<file path="src/rtl/byte_serializer_tx_pkg.sv">
// Shared definitions for the byte serializer: FSM encoding, frame geometry and bit selection.
package byte_serializer_tx_pkg;

    typedef enum logic [1:0] {
        S_WAIT = 2'b00,
        S_TX   = 2'b01,
        S_ACK  = 2'b10
    } state_t;

    localparam int         FRAME_BITS = 10;
    localparam logic       IDLE_LEVEL = 1'b1;
    localparam logic [3:0] STOP_IDX   = 4'(FRAME_BITS - 1);

    // Frame position 0 is the start bit, 1..8 are data LSB first, 9 is the stop bit.
    function automatic logic frame_bit(input logic [7:0] data, input logic [3:0] idx);
        if (idx == 4'd0)
            return 1'b0;
        else if (idx >= STOP_IDX)
            return IDLE_LEVEL;
        else
            return data[3'(idx - 4'd1)];
    endfunction

endpackage

</file>
<file path="src/rtl/byte_serializer_tx_bit_timer.sv">
// Per-bit timer: 8-bit down-counter reloaded to BIT_CLOCKS-1, ticks on the last clock of a bit.
module byte_serializer_tx_bit_timer #(
    parameter int BIT_CLOCKS = 4
) (
    input  logic clock,
    input  logic reset_,
    input  logic load_i,
    input  logic en_i,
    output logic tick_o
);

    localparam logic [7:0] RELOAD = 8'(BIT_CLOCKS - 1);

    logic [7:0] cnt_q, cnt_d;

    always_comb begin
        cnt_d = cnt_q;
        if (load_i)
            cnt_d = RELOAD;
        else if (en_i)
            cnt_d = (cnt_q == 8'd0) ? RELOAD : cnt_q - 8'd1;
    end

    always_ff @(posedge clock or negedge reset_) begin
        if (!reset_)
            cnt_q <= 8'd0;
        else
            cnt_q <= cnt_d;
    end

    assign tick_o = en_i && (cnt_q == 8'd0);

endmodule

</file>
<file path="src/rtl/byte_serializer_tx.sv">
// Byte-to-serial transmitter: dav_/rfd handshake in, start/8N/stop frame out, idle high.
module byte_serializer_tx
    import byte_serializer_tx_pkg::*;
#(
    parameter int BIT_CLOCKS = 4
) (
    input  logic       clock,
    input  logic       reset_,
    input  logic       dav_,
    input  logic [7:0] byte_in,
    output logic       rfd,
    output logic       out
);

    state_t     state_q, state_d;
    logic [7:0] buf_q, buf_d;
    logic [3:0] idx_q, idx_d;
    logic       out_q, out_d;
    logic       rfd_q, rfd_d;
    logic       load;
    logic       tick;

    byte_serializer_tx_bit_timer #(
        .BIT_CLOCKS(BIT_CLOCKS)
    ) u_timer (
        .clock  (clock),
        .reset_ (reset_),
        .load_i (load),
        .en_i   (state_q == S_TX),
        .tick_o (tick)
    );

    always_comb begin
        state_d = state_q;
        buf_d   = buf_q;
        idx_d   = idx_q;
        out_d   = out_q;
        rfd_d   = rfd_q;
        load    = 1'b0;
        case (state_q)
            S_WAIT: begin
                if (!dav_) begin
                    buf_d   = byte_in;
                    rfd_d   = 1'b0;
                    out_d   = 1'b0;
                    idx_d   = 4'd0;
                    load    = 1'b1;
                    state_d = S_TX;
                end
            end
            S_TX: begin
                if (tick) begin
                    if (idx_q == STOP_IDX) begin
                        // Producer still holding dav_ low must release it before we re-arm.
                        if (dav_) begin
                            rfd_d   = 1'b1;
                            state_d = S_WAIT;
                        end else begin
                            state_d = S_ACK;
                        end
                    end else begin
                        idx_d = idx_q + 4'd1;
                        out_d = frame_bit(buf_q, idx_q + 4'd1);
                    end
                end
            end
            S_ACK: begin
                if (dav_) begin
                    rfd_d   = 1'b1;
                    state_d = S_WAIT;
                end
            end
            default: begin
                state_d = S_WAIT;
                out_d   = IDLE_LEVEL;
                rfd_d   = 1'b1;
            end
        endcase
    end

    always_ff @(posedge clock or negedge reset_) begin
        if (!reset_) begin
            state_q <= S_WAIT;
            buf_q   <= 8'h00;
            idx_q   <= 4'd0;
            out_q   <= IDLE_LEVEL;
            rfd_q   <= 1'b1;
        end else begin
            state_q <= state_d;
            buf_q   <= buf_d;
            idx_q   <= idx_d;
            out_q   <= out_d;
            rfd_q   <= rfd_d;
        end
    end

    assign out = out_q;
    assign rfd = rfd_q;

endmodule

</file>
<file path="config.mk">
export PLATFORM = sky130hd
export DESIGN_NAME = byte_serializer_tx
export DESIGN_NICKNAME = d
export VERILOG_FILES = /design/src/rtl/byte_serializer_tx_pkg.sv /design/src/rtl/byte_serializer_tx_bit_timer.sv /design/src/rtl/byte_serializer_tx.sv
export SDC_FILE = /design/constraint.sdc
export NUM_CORES = 1
export LEC_CHECK = 0
export CAP_MARGIN = 10
export CORE_MARGIN = 3
export CORE_UTILIZATION = 59
export DETAILED_ROUTE_END_ITERATION = 12
export PLACE_DENSITY = 0.86
export SYNTH_ARGS = -nofsm -noshare
export SYNTH_HDL_FRONTEND = slang
export SYNTH_HIERARCHICAL = 1
export SYNTH_SLANG_ARGS = --single-unit
</file>
<file path="constraint.sdc">
create_clock -name clock -period 5.1 [get_ports clock]
set_input_delay 1.02 -clock clock [delete_from_list [all_inputs] [get_ports clock]]
set_output_delay 1.02 -clock clock [all_outputs]
set_load 0.05 [all_outputs]
</file>
; ---- After elaboration in Yosys (flattened, before gate mapping)
; Index checks and enable logic that the tools add are counted.
[word_totals]
inputBits = 11
out_inout_bits = 2
regBits = 24
word_cells = 59
[classes]
n_addsub = 3
bitwise_logic = 2
n_lt_le_gt_ge = 2
muxes = 27
n_eq_ne = 8
reduce_logical = 11
[ops]
columns = operator, n
row1 = 8-bit 2-to-1 mux, 3
row2 = 4-bit 2-to-1 mux, 3
row3 = 4-bit AND reduction, 3
row4 = 1-bit 2-to-1 mux, 11
row5 = 2-bit 2-to-1 mux, 5
row6 = 2-bit != test (second input constant), 5
row7 = 8-bit zero test, 1
row8 = 4-bit case mux with 2 select lines, 1
row9 = 8-bit by 1-bit subtractor with 8-bit output (second input constant), 1
row10 = 1-bit case mux with 3 select lines, 2
row11 = 2-bit case mux with 3 select lines, 1
row12 = 4-bit by 1-bit adder with 4-bit output (second input constant), 1
row13 = 4-bit equality test (second input constant), 1
row14 = 4-bit greater-or-equal comparator (second input constant), 1
row15 = 4-bit zero test, 1
row16 = 3-bit by 4-bit < comparator with 1-bit output (second input constant), 1
row17 = 2-bit nonzero test, 2
row18 = 1-bit binary-select mux with 3-bit select, 1
row19 = 3-bit AND reduction, 1
row20 = 3-bit by 1-bit subtractor with 3-bit output (second input constant), 1
row21 = 2-bit by 1-bit equality test with 1-bit output (second input constant), 1
row22 = 2-bit equality test (second input constant), 1
row23 = 2-bit zero test, 1
row24 = 1-bit NOT, 2
row25 = other kinds (2), 2

; ---- Logic depth before layout (Yosys ltp)
; Gate-level depths: netlist of the first run.
[depth]
word_depth = 9
mapped_depth = 9
depth_no_buf = 8

; ---- Modules after synthesis
; Netlist of the first run, hierarchy kept.
[by_module_without_submodules]
columns = mod, cells_each, area_each_um2, seq_area_each_um2, instances
row1 = byte_serializer_tx, 79, 975.9, 402.9, 1
row2 = byte_serializer_tx_bit_timer, 50, 469.2, 200.2, 1

; ---- Worst setup path after synthesis of the first run
; Ideal clock, no wire load.
[synth_path]
path_type = input-to-reg
start = in dav_
end = reg u_timer.cnt_q[7]
arrival_time_ns = 1.991
n_path_buf = 2
path_slack_ns = 2.990
setup_time_ns = 0.118
path_stages = 7
t_required_ns = 4.982
cell_sequence = nor2b_1 buf_2 buf_4 nor2_1 and4bb_1 mux2i_1 nor2_1
[synth_via]
elab_chain_cells = 3
word_cells_on_any_way = 4
classes_between = 3 x mux / 1 x reduce/logical
[synth_rtl]
columns = element, line
row1 = from (decl), byte_serializer_tx.sv:9  ; input logic dav_,
row2 = 1-bit 2-to-1 mux *, byte_serializer_tx.sv:42  ; if (!dav_) begin
row3 = 1-bit 2-to-1 mux *, byte_serializer_tx.sv:40  ; case (state_q)
row4 = via load, byte_serializer_tx.sv:20  ; logic load;
row5 = 8-bit 2-to-1 mux / 2-bit nonzero test (equally long branches), --
row6 = to (signal assigned), byte_serializer_tx_bit_timer.sv:28  ; cnt_q <= cnt_d;
row7 = to (decl), byte_serializer_tx_bit_timer.sv:14  ; logic [7:0] cnt_q, cnt_d;
; Mark *: on every way through the listed nets, which the timed path passes. The rest lies on a longest branch.
; A chain may end at the register's enable or synchronous reset.

; ---- Worst setup path after layout of the first run
[layout_path]
start = reg out_q, in the netlist out
end = out out
[layout_rtl]
columns = element, line
row1 = from (decl), byte_serializer_tx.sv:18  ; logic out_q, out_d;
row2 = from (signal assigned), byte_serializer_tx.sv:92  ; out_q <= out_d;
row3 = to (decl), byte_serializer_tx.sv:12  ; output logic out
; No word-level cell between the ends.

==> results.json, run 1 <==
{
  "worstMarginPinSlew_ns": 1.07,
  "wl_per_cell_um": 15.9,
  "yosysSeqAreaShare_pct": 41.7,
  "cts_sinks": 24,
  "place_ws_ns": 2.40,
  "p_leak_nw": 0.762,
  "layout-drive-gt1-share_pct": 15.6,
  "max_freq_ghz": 0.373,
  "postSynthCellCount": 129,
  "area_growth_pct": 10.6,
  "root_buffer": "clkbuf_4",
  "cts_tree": "done",
  "critical_path_arrival_ns": 1.66,
  "gp_congestion": 0.749,
  "grt_pass1_wl_mm": 4.86,
  "drv_cap": 0,
  "ys_ff_latch": 24,
  "path_depth": 1,
  "drtIter0Drc": 41,
  "cp_slowest_cell": "clkdlybuf4s50_1",
  "cp-start-kind": "register",
  "cts_hold_buffers": 0,
  "internal_power_uw": 481,
  "whs_ns": 0.492,
  "ys.flop_type": "dfrtp_1",
  "floorplan.die_area_um2": 3080,
  "setup_ws_ns": 2.42,
  "path_max_fanout": 2,
  "die_x_um": 55.5,
  "post-route-period-util_pct": 52.5,
  "relSlewSlack_pct": 28.5,
  "vias": 1045,
  "synth_edf_count": 0,
  "worstSetupPathType": "reg2out",
  "syn_avg_cell_area_um2": 11.2,
  "port_buffers": 12,
  "drcViolationCount": 0,
  "core_area_um2": 2280,
  "cp_top_family": "buffers and inverters",
  "die_y_um": 55.5,
  "async_flop_share_pct": 100,
  "grt_remaining_overflow": 0,
  "synth_top_cell_by_area": "dfrtp_1",
  "vdd_drop_max_uv": 317,
  "fin_skew_ns": 0.00594,
  "start_util_pct": 63.5,
  "worstPathCellList": "clkdlybuf4s50_1",
  "swShare_pct": 40.3,
  "clkTransAtPathRegs_ns": 0.13,
  "min_delay_path_depth": 2,
  "avgViaCountPerCell": 6.18,
  "first_global_vias": 1146,
  "tns_ns": 0,
  "htreeDepth": 1,
  "period_needed_ns": 2.68,
  "syn_area_um2": 1450,
  "layout.nets": 162,
  "required_ns": 4.08,
  "synth_cell_types": 46,
  "antenna_found_initial": 0,
  "row_count": 17,
  "grt_use_total_pct": 19.7,
  "yosysWarnings": 6,
  "antenna_left": 0,
  "cp.buffers_inverters": 1,
  "hold_class": "reg2reg",
  "critical-path-max-stage-delay_ns": 0.79,
  "grt_start_max_net_pins": 25,
  "clock_latency_ns": 0.32,
  "reg2reg_depth": 8,
  "io-pin-count": 13,
  "endpoint_kind": "output port",
  "numCtsBuffers": 3,
  "rsz0062_at_grt": "false",
  "power.switching_uw": 325,
  "cts_buffer_depth": 2,
  "antennaDiodeCount": 0,
  "status": "finished clean",
  "dp_hpwl_mm": 2.00,
  "comb_power_share_pct": 49.7,
  "ctsResizeCount": 0,
  "p_clk_share_pct": 10.4,
  "synthesis.nets": 148,
  "power.density_nw_per_um2": 504,
  "dr.pass1.iters": 4,
  "p_seq_share_pct": 39.9,
  "wl_mm": 2.69,
  "drv_slew": 0,
  "netlist.area_leader.share_pct": 38.1,
  "hold_viol_final": 0,
  "post_cts_buffers": 0,
  "setup_viol": 0,
  "postLayoutCoreUtil_pct": 70.3,
  "synth_area_leaders": "dfrtp_1, mux2_2, ha_1, dfstp_2, inv_1"
}
sequential cells by signal (all words and copies together), names as in the netlist:
signal / count
buf_q: 8
idx_q: 4
out: 1
rfd: 1
state_q: 2
u_timer/cnt_q: 8
worst paths after layout:
kind | startpoint | endpoint | slack, ns
setup / recovery | out | out | 2.42
hold / removal | rfd | rfd | 0.49
min in group asynchronous | reset_ | idx_q[2] | 1.27
setup reg to reg | state_q[1] | idx_q[0] | 2.49
hold reg to reg | rfd | rfd | 0.49
max in group asynchronous | reset_ | u_timer/cnt_q[4] | 3.19
layer usage:
layer	track usage (%)	wire length [µm]	vias up
met2	33.6	1390	33
met3	4.44	125	7
met4	9.72	51	0
met1	23.0	1120	513
li1	-	-	492
met5	0	0	-
per-stage QoR:
stage / cell area [µm²] / cells / power, mW
3_3_place_gp: 1580 / 166 / 0.699
2_1_floorplan: 1450 / 129 / 0.634
6_report: 1600 / 169 / 0.806
5_1_grt: 1600 / 169 / 0.870
4_1_cts: 1600 / 169 / 0.808
3_5_place_dp: 1580 / 166 / 0.725
power groups by stage:
| stage | clock, mW | sequential, mW | combinational (mW) |
|---|---|---|---|
| 6_report | 0.0838 | 0.322 | 0.400 |
| 4_1_cts | 0.0858 | 0.322 | 0.400 |
| 3_3_place_gp | 0 | 0.321 | 0.379 |
| 2_1_floorplan | 0 | 0.337 | 0.297 |
| 3_5_place_dp | 0 | 0.326 | 0.400 |
| 5_1_grt | 0.0940 | 0.331 | 0.444 |
Yosys cell counts (2+ instances only):
| cell type | number |
|---|---|
| a21o_1 | 3 |
| a21oi_1 | 4 |
| a31oi_1 | 2 |
| buf_4 | 2 |
| dfrtp_1 | 22 |
| dfstp_2 | 2 |
| ha_1 | 8 |
| inv_1 | 11 |
| mux2_2 | 10 |
| mux2i_1 | 4 |
| nand2_1 | 5 |
| nand2b_1 | 2 |
| nand3_1 | 3 |
| nor2_1 | 11 |
| nor2b_1 | 2 |
| nor3_1 | 4 |
| o21ai_0 | 3 |
| xor2_1 | 3 |
cells by family (layout without fill, tap and decap cells):
kind of cell	after synthesis	after routing	synth area share, %
adder cells (fa/ha/maj)	8	8	6.93
multiplexers	16	16	13.9
XOR/XNOR	5	5	3.98
buffers and inverters	15	27	5.02
flip-flops	24	24	41.7
AO/OA/AOI/OAI	23	23	11.7
AND/OR/NAND/NOR	38	38	16.7
cells in the final DEF, fill, tap and decap left out, types with 2 or more instances in the layout:
cell / netlist / final
a21o_1: 3 / 3
a21oi_1: 4 / 4
a31oi_1: 2 / 2
clkbuf_4: 0 / 3
clkdlybuf4s50_1: 0 / 12
dfrtp_1: 22 / 22
dfstp_2: 2 / 2
ha_1: 8 / 8
inv_1: 11 / 11
mux2_2: 10 / 10
mux2i_1: 4 / 4
nand2_1: 5 / 5
nand2b_1: 2 / 2
nand3_1: 3 / 3
nor2_1: 11 / 11
nor2b_1: 2 / 2
nor3_1: 4 / 4
o21ai_0: 3 / 3
xor2_1: 3 / 3
cell type report:
cell class | instances | area [µm²]
timing repair buffer | 13 | 128
tap | 28 | 35.0
fill | 172 | 677
multi-input combinational | 90 | 769
clock buffer | 3 | 22.5
sequential | 24 | 603
inverter | 11 | 41.3
No activity file was read; power rests on OpenSTA's default activity.
==> run 2: changes to the inputs <==
--- a/config.mk
+++ b/config.mk
@@ -7,9 +7,9 @@
 export LEC_CHECK = 0
 export CAP_MARGIN = 10
 export CORE_MARGIN = 3
-export CORE_UTILIZATION = 59
+export CORE_UTILIZATION = 56
 export DETAILED_ROUTE_END_ITERATION = 12
-export PLACE_DENSITY = 0.86
+export PLACE_DENSITY = 0.83
 export SYNTH_ARGS = -nofsm -noshare
 export SYNTH_HDL_FRONTEND = slang
 export SYNTH_HIERARCHICAL = 1
==> constraint.sdc (replaced) <==
create_clock -name clock -period 2.6 [get_ports clock]
set_input_delay 0.52 -clock clock [delete_from_list [all_inputs] [get_ports clock]]
set_output_delay 0.52 -clock clock [all_outputs]
set_load 0.05 [all_outputs]
==> run 2 against run 1 <==
Cell count up 1.8%. Global-route usage down 1.2 points. Worst hold slack worse by 0.0078 ns. Combinational power up 97%. Clock power up 140%. First-iteration DRC count down 17%. Clock skew up 0.0053 ns. Critical endpoint is now out.
==> results.json, run 2 (same netlist as run 1, synthesis figures left out) <==
{
  "highest_layer": "met4",
  "cts_tree": "done",
  "min_delay_path_depth": 2,
  "io-pin-count": 13,
  "rsz0062_at_grt": "false",
  "power.switching_uw": 635,
  "max_freq_ghz": 0.456,
  "root_buffer": "clkbuf_4",
  "worstPathCellList": "inv_1 -> ha_1 -> mux4_2 -> nor4b_2 -> a2111oi_1 -> o31a_1",
  "cp_slowest_cell": "mux4_2",
  "floorplan.die_area_um2": 3230,
  "path_max_fanout": 9,
  "drtIter0Drc": 34,
  "power.density_nw_per_um2": 994,
  "cp-start-kind": "register",
  "critical_path_arrival_ns": 2.46,
  "relSlewSlack_pct": 67.6,
  "area_growth_pct": 12.6,
  "vias": 994,
  "cp_top_family": "multiplexers",
  "avgViaCountPerCell": 5.78,
  "dp_hpwl_mm": 2.00,
  "numCtsBuffers": 3,
  "final_cell_mix": "dfrtp_1, clkdlybuf4s50_1, inv_1, nor2_1, mux2_2",
  "htreeDepth": 1,
  "final_common_cell": "dfrtp_1",
  "swShare_pct": 39.2,
  "wl_per_cell_um": 15.7,
  "p_clk_share_pct": 12.3,
  "grt_remaining_overflow": 0,
  "worstSetupPathType": "reg2reg",
  "drcViolationCount": 0,
  "r2r_slack_ns": 0.41,
  "clock_latency_ns": 0.32,
  "status": "finished clean",
  "dr_wl_met3_um": 78,
  "port_buffers": 12,
  "post-route-period-util_pct": 84.3,
  "hold_viol_final": 0,
  "p_leak_nw": 0.779,
  "endpoint_kind": "register",
  "place_ws_ns": 0.423,
  "internal_power_uw": 984,
  "met1_length_mm": 1.29,
  "first_global_vias": 1008,
  "core_area_um2": 2320,
  "required_ns": 2.87,
  "critical-path-max-stage-delay_ns": 0.55,
  "die_y_um": 56.8,
  "worstMarginPinSlew_ns": 0.481,
  "cts_hold_buffers": 0,
  "reg2reg_depth": 6,
  "setup_viol": 0,
  "cp.buffers_inverters": 1,
  "layout.nets": 164,
  "antenna_found_initial": 0,
  "die_x_um": 56.8,
  "grt_use_total_pct": 18.5,
  "grt_pass1_wl_mm": 4.65,
  "drv_slew": 0,
  "layout-drive-gt1-share_pct": 17.4,
  "wl_mm": 2.70,
  "comb_power_share_pct": 48.7,
  "cts_buffer_depth": 2,
  "antenna_left": 0,
  "dr.pass1.iters": 4,
  "setup_ws_ns": 0.409,
  "wl_met2_mm": 1.28,
  "gp_congestion": 0.788,
  "p_seq_share_pct": 39.0,
  "reg_top3": "buf_q x8, u_timer/cnt_q x8, idx_q x4",
  "post_cts_buffers": 0,
  "period_needed_ns": 2.19,
  "cts_sinks": 24,
  "clkTransAtPathRegs_ns": 0.14,
  "hold_class": "reg2reg",
  "fin_skew_ns": 0.0113,
  "drv_cap": 0,
  "row_count": 17,
  "vdd_drop_max_uv": 681,
  "start_util_pct": 62.3,
  "grt_start_max_net_pins": 25,
  "antennaDiodeCount": 0,
  "ctsResizeCount": 0,
  "path_depth": 6,
  "tns_ns": 0
}
## run 2: changes by cell type in the layout (fill, tap and decap cells not counted)
| cell | before | now |
|---|---|---|
| buf_4 | 1 | 3 |
| clkbuf_8 | 0 | 1 |
## run 2: worst register-to-register path: stages (launching register included)
cell	delay, ns
dfrtp_1	0.53
inv_1	0.11
ha_1	0.36
mux4_2	0.55
nor4b_2	0.26
a2111oi_1	0.09
o31a_1	0.25
## run 2: worst paths after layout
path,start,endpoint
min in group asynchronous,reset_,state_q[1]
max in group asynchronous,reset_,rfd
min,rfd,rfd
max reg2reg,idx_q[0],out
min reg2reg,rfd,rfd
max,idx_q[0],out
## run 2: metrics by stage
stage               utilization [%]  hold WS [ns]  power, mW  std cells  cell area (µm²)
global placement               68.6         0.456       1.39        168             1590
floorplan                         -         0.224       1.24        129             1450
finish                         70.2         0.484       1.62        172             1630
CTS                            70.2         0.489       1.63        172             1630
global route                   70.2         0.516       1.75        172             1630
detailed placement             68.6         0.470       1.43        168             1590
## run 2: area by class of cell
cell class	instances	area (µm²)
fill	170	691
clock buffer	4	36.3
inverter	11	41.3
multi-input combinational	90	769
timing repair buffer	15	143
tap	28	35.0
sequential	24	603
## run 2: power by group through the flow
stage	sequential, mW	clock (mW)	combinational (mW)
6_report	0.631	0.199	0.788
5_1_grt	0.650	0.227	0.870
4_1_cts	0.631	0.208	0.790
3_5_place_dp	0.640	0	0.786
3_3_place_gp	0.633	0	0.756
2_1_floorplan	0.661	0	0.583
## run 2: routing by layer
| layer | vias to the layer above | track usage [%] |
|---|---|---|
| met3 | 4 | 3.22 |
| met2 | 12 | 28.9 |
| met1 | 480 | 25.1 |
| li1 | 498 | - |
| met5 | - | 0 |
| met4 | 0 | 7.95 |
==> run 3: changes to the inputs <==
==> constraint.sdc (replaced) <==
create_clock -name clock -period 2.2 [get_ports clock]
set_input_delay 0.44 -clock clock [delete_from_list [all_inputs] [get_ports clock]]
set_output_delay 0.44 -clock clock [all_outputs]
set_load 0.05 [all_outputs]
==> run 3 against run 2 <==
Cell count increased by 2.9%. Critical path type is now reg2out. Critical endpoint is now out. Largest cell class unchanged. Register-to-register slack got worse by 0.27 ns. Routed wire length increased by 1.1%. Count of clock-buffer cells in the layout decreased by 1. Total power increased by 28%. Sequential power increased by 18%.
==> results.json, run 3 (same netlist as run 1, synthesis figures left out) <==
{
  "cts_hold_buffers": 0,
  "reg_top3": "buf_q x8, u_timer/cnt_q x8, idx_q x4",
  "cp_top_family": "buffers and inverters",
  "p_seq_share_pct": 35.8,
  "rsz0062_at_grt": "false",
  "power.switching_uw": 772,
  "fin_skew_ns": 0.00961,
  "hold_class": "in2async",
  "dr.pass1.iters": 4,
  "grt_remaining_overflow": 0,
  "area.sequential_um2": 603,
  "start_util_pct": 62.3,
  "status": "finished clean",
  "final_common_cell": "dfrtp_1",
  "path_max_fanout": 2,
  "drv_slew": 0,
  "post_cts_buffers": 0,
  "p_clk_share_pct": 15.3,
  "antenna_left": 0,
  "whs_ns": 0.472,
  "grt_use_total_pct": 18.6,
  "swShare_pct": 37.3,
  "cp_slowest_cell": "clkdlybuf4s50_1",
  "floorplan.die_area_um2": 3230,
  "clock_latency_ns": 0.31,
  "io-pin-count": 13,
  "fillers": 161,
  "wl_per_cell_um": 15.4,
  "cts_buffer_depth": 2,
  "drtIter0Drc": 33,
  "cp-start-kind": "register",
  "numCtsBuffers": 3,
  "antenna_found_initial": 0,
  "cp.buffers_inverters": 1,
  "worstSetupPathType": "reg2out",
  "ctsResizeCount": 0,
  "vdd_drop_max_uv": 750,
  "required_ns": 1.76,
  "p_leak_nw": 0.812,
  "cts_tree": "done",
  "layout.nets": 169,
  "grt_pass1_wl_mm": 4.88,
  "max_freq_ghz": 0.474,
  "antennaDiodeCount": 0,
  "area_growth_pct": 16.7,
  "multi_input_area_um2": 774,
  "avgViaCountPerCell": 6.13,
  "period_needed_ns": 2.11,
  "final_cell_mix": "dfrtp_1, clkdlybuf4s50_1, inv_1, nor2_1, mux2_2",
  "first_global_vias": 1073,
  "comb_power_share_pct": 48.9,
  "critical-path-max-stage-delay_ns": 0.79,
  "power.density_nw_per_um2": 1230,
  "core_area_um2": 2320,
  "relSlewSlack_pct": 67.3,
  "drv_cap": 0,
  "die_x_um": 56.8,
  "worstPathCellList": "clkdlybuf4s50_1",
  "post-route-period-util_pct": 95.9,
  "dp_hpwl_mm": 2.09,
  "root_buffer": "clkbuf_4",
  "critical_path_arrival_ns": 1.67,
  "tns_ns": 0,
  "internal_power_mw": 1.30,
  "clkTransAtPathRegs_ns": 0.14,
  "drcViolationCount": 0,
  "cts_sinks": 24,
  "wl_mm": 2.73,
  "port_buffers": 12,
  "vias": 1085,
  "htreeDepth": 1,
  "layout-drive-gt1-share_pct": 20.8,
  "worstMarginPinSlew_ns": 0.489,
  "setup_viol": 0,
  "endpoint_kind": "output port",
  "gp_congestion": 0.780,
  "die_y_um": 56.8,
  "row_count": 17,
  "hold_viol_final": 0,
  "grt_start_max_net_pins": 25
}
==> run 3: through the flow <==
| step | total power, mW | instance area (µm²) | worst slack [ns] | util, % | std cells |
|---|---|---|---|---|---|
| detailed placement | 1.76 | 1630 | 0.203 | 70.3 | 173 |
| finish | 2.07 | 1690 | 0.0909 | 72.7 | 177 |
| floorplan | 1.47 | 1450 | 0.138 | - | 129 |
| CTS | 2.07 | 1680 | 0.0888 | 72.5 | 177 |
| global placement | 1.71 | 1630 | 0.227 | 70.3 | 173 |
| global route | 2.23 | 1690 | 0.0227 | 72.7 | 177 |
==> run 3: final cells by class <==
cell class | instances | share of cell area [%]
Clock buffer | 3 | 1.34
Clock inverter | 1 | 1.78
Inverter | 11 | 2.45
Multi-Input combinational cell | 90 | 45.9
Sequential cell | 24 | 35.8
Tap cell | 28 | 2.08
Timing Repair Buffer | 20 | 10.7
==> run 3: per-layer routing <==
metal / vias to the layer above / part of all wire, % / GRT usage, %
li1: 509 / - / -
met1: 537 / 46 / 25.7
met4: 0 / 1.9 / 4.30
met2: 31 / 48 / 30.4
met3: 8 / 4.0 / 3.22
met5: - / 0 / 0
==> run 3: worst paths after layout <==
kind	to	slack, ns	depth (start not counted)	start
worst max-delay path	out	0.09	1	out
worst min-delay path	buf_q[2]	0.47	2	reset_
worst max register to register	out	0.14	6	idx_q[1]
worst min register to register	rfd	0.48	2	rfd
max in group asynchronous	rfd	1.43	2	reset_
min in group clock	rfd	0.48	2	rfd
==> run 3: power groups by stage <==
stage | registers, mW | clock network [mW] | logic, mW
final | 0.742 | 0.317 | 1.01
after global placement | 0.734 | 0 | 0.972
after floorplan | 0.781 | 0 | 0.689
after detailed placement | 0.753 | 0 | 1.01
after global routing | 0.762 | 0.344 | 1.13
after CTS | 0.741 | 0.322 | 1.01
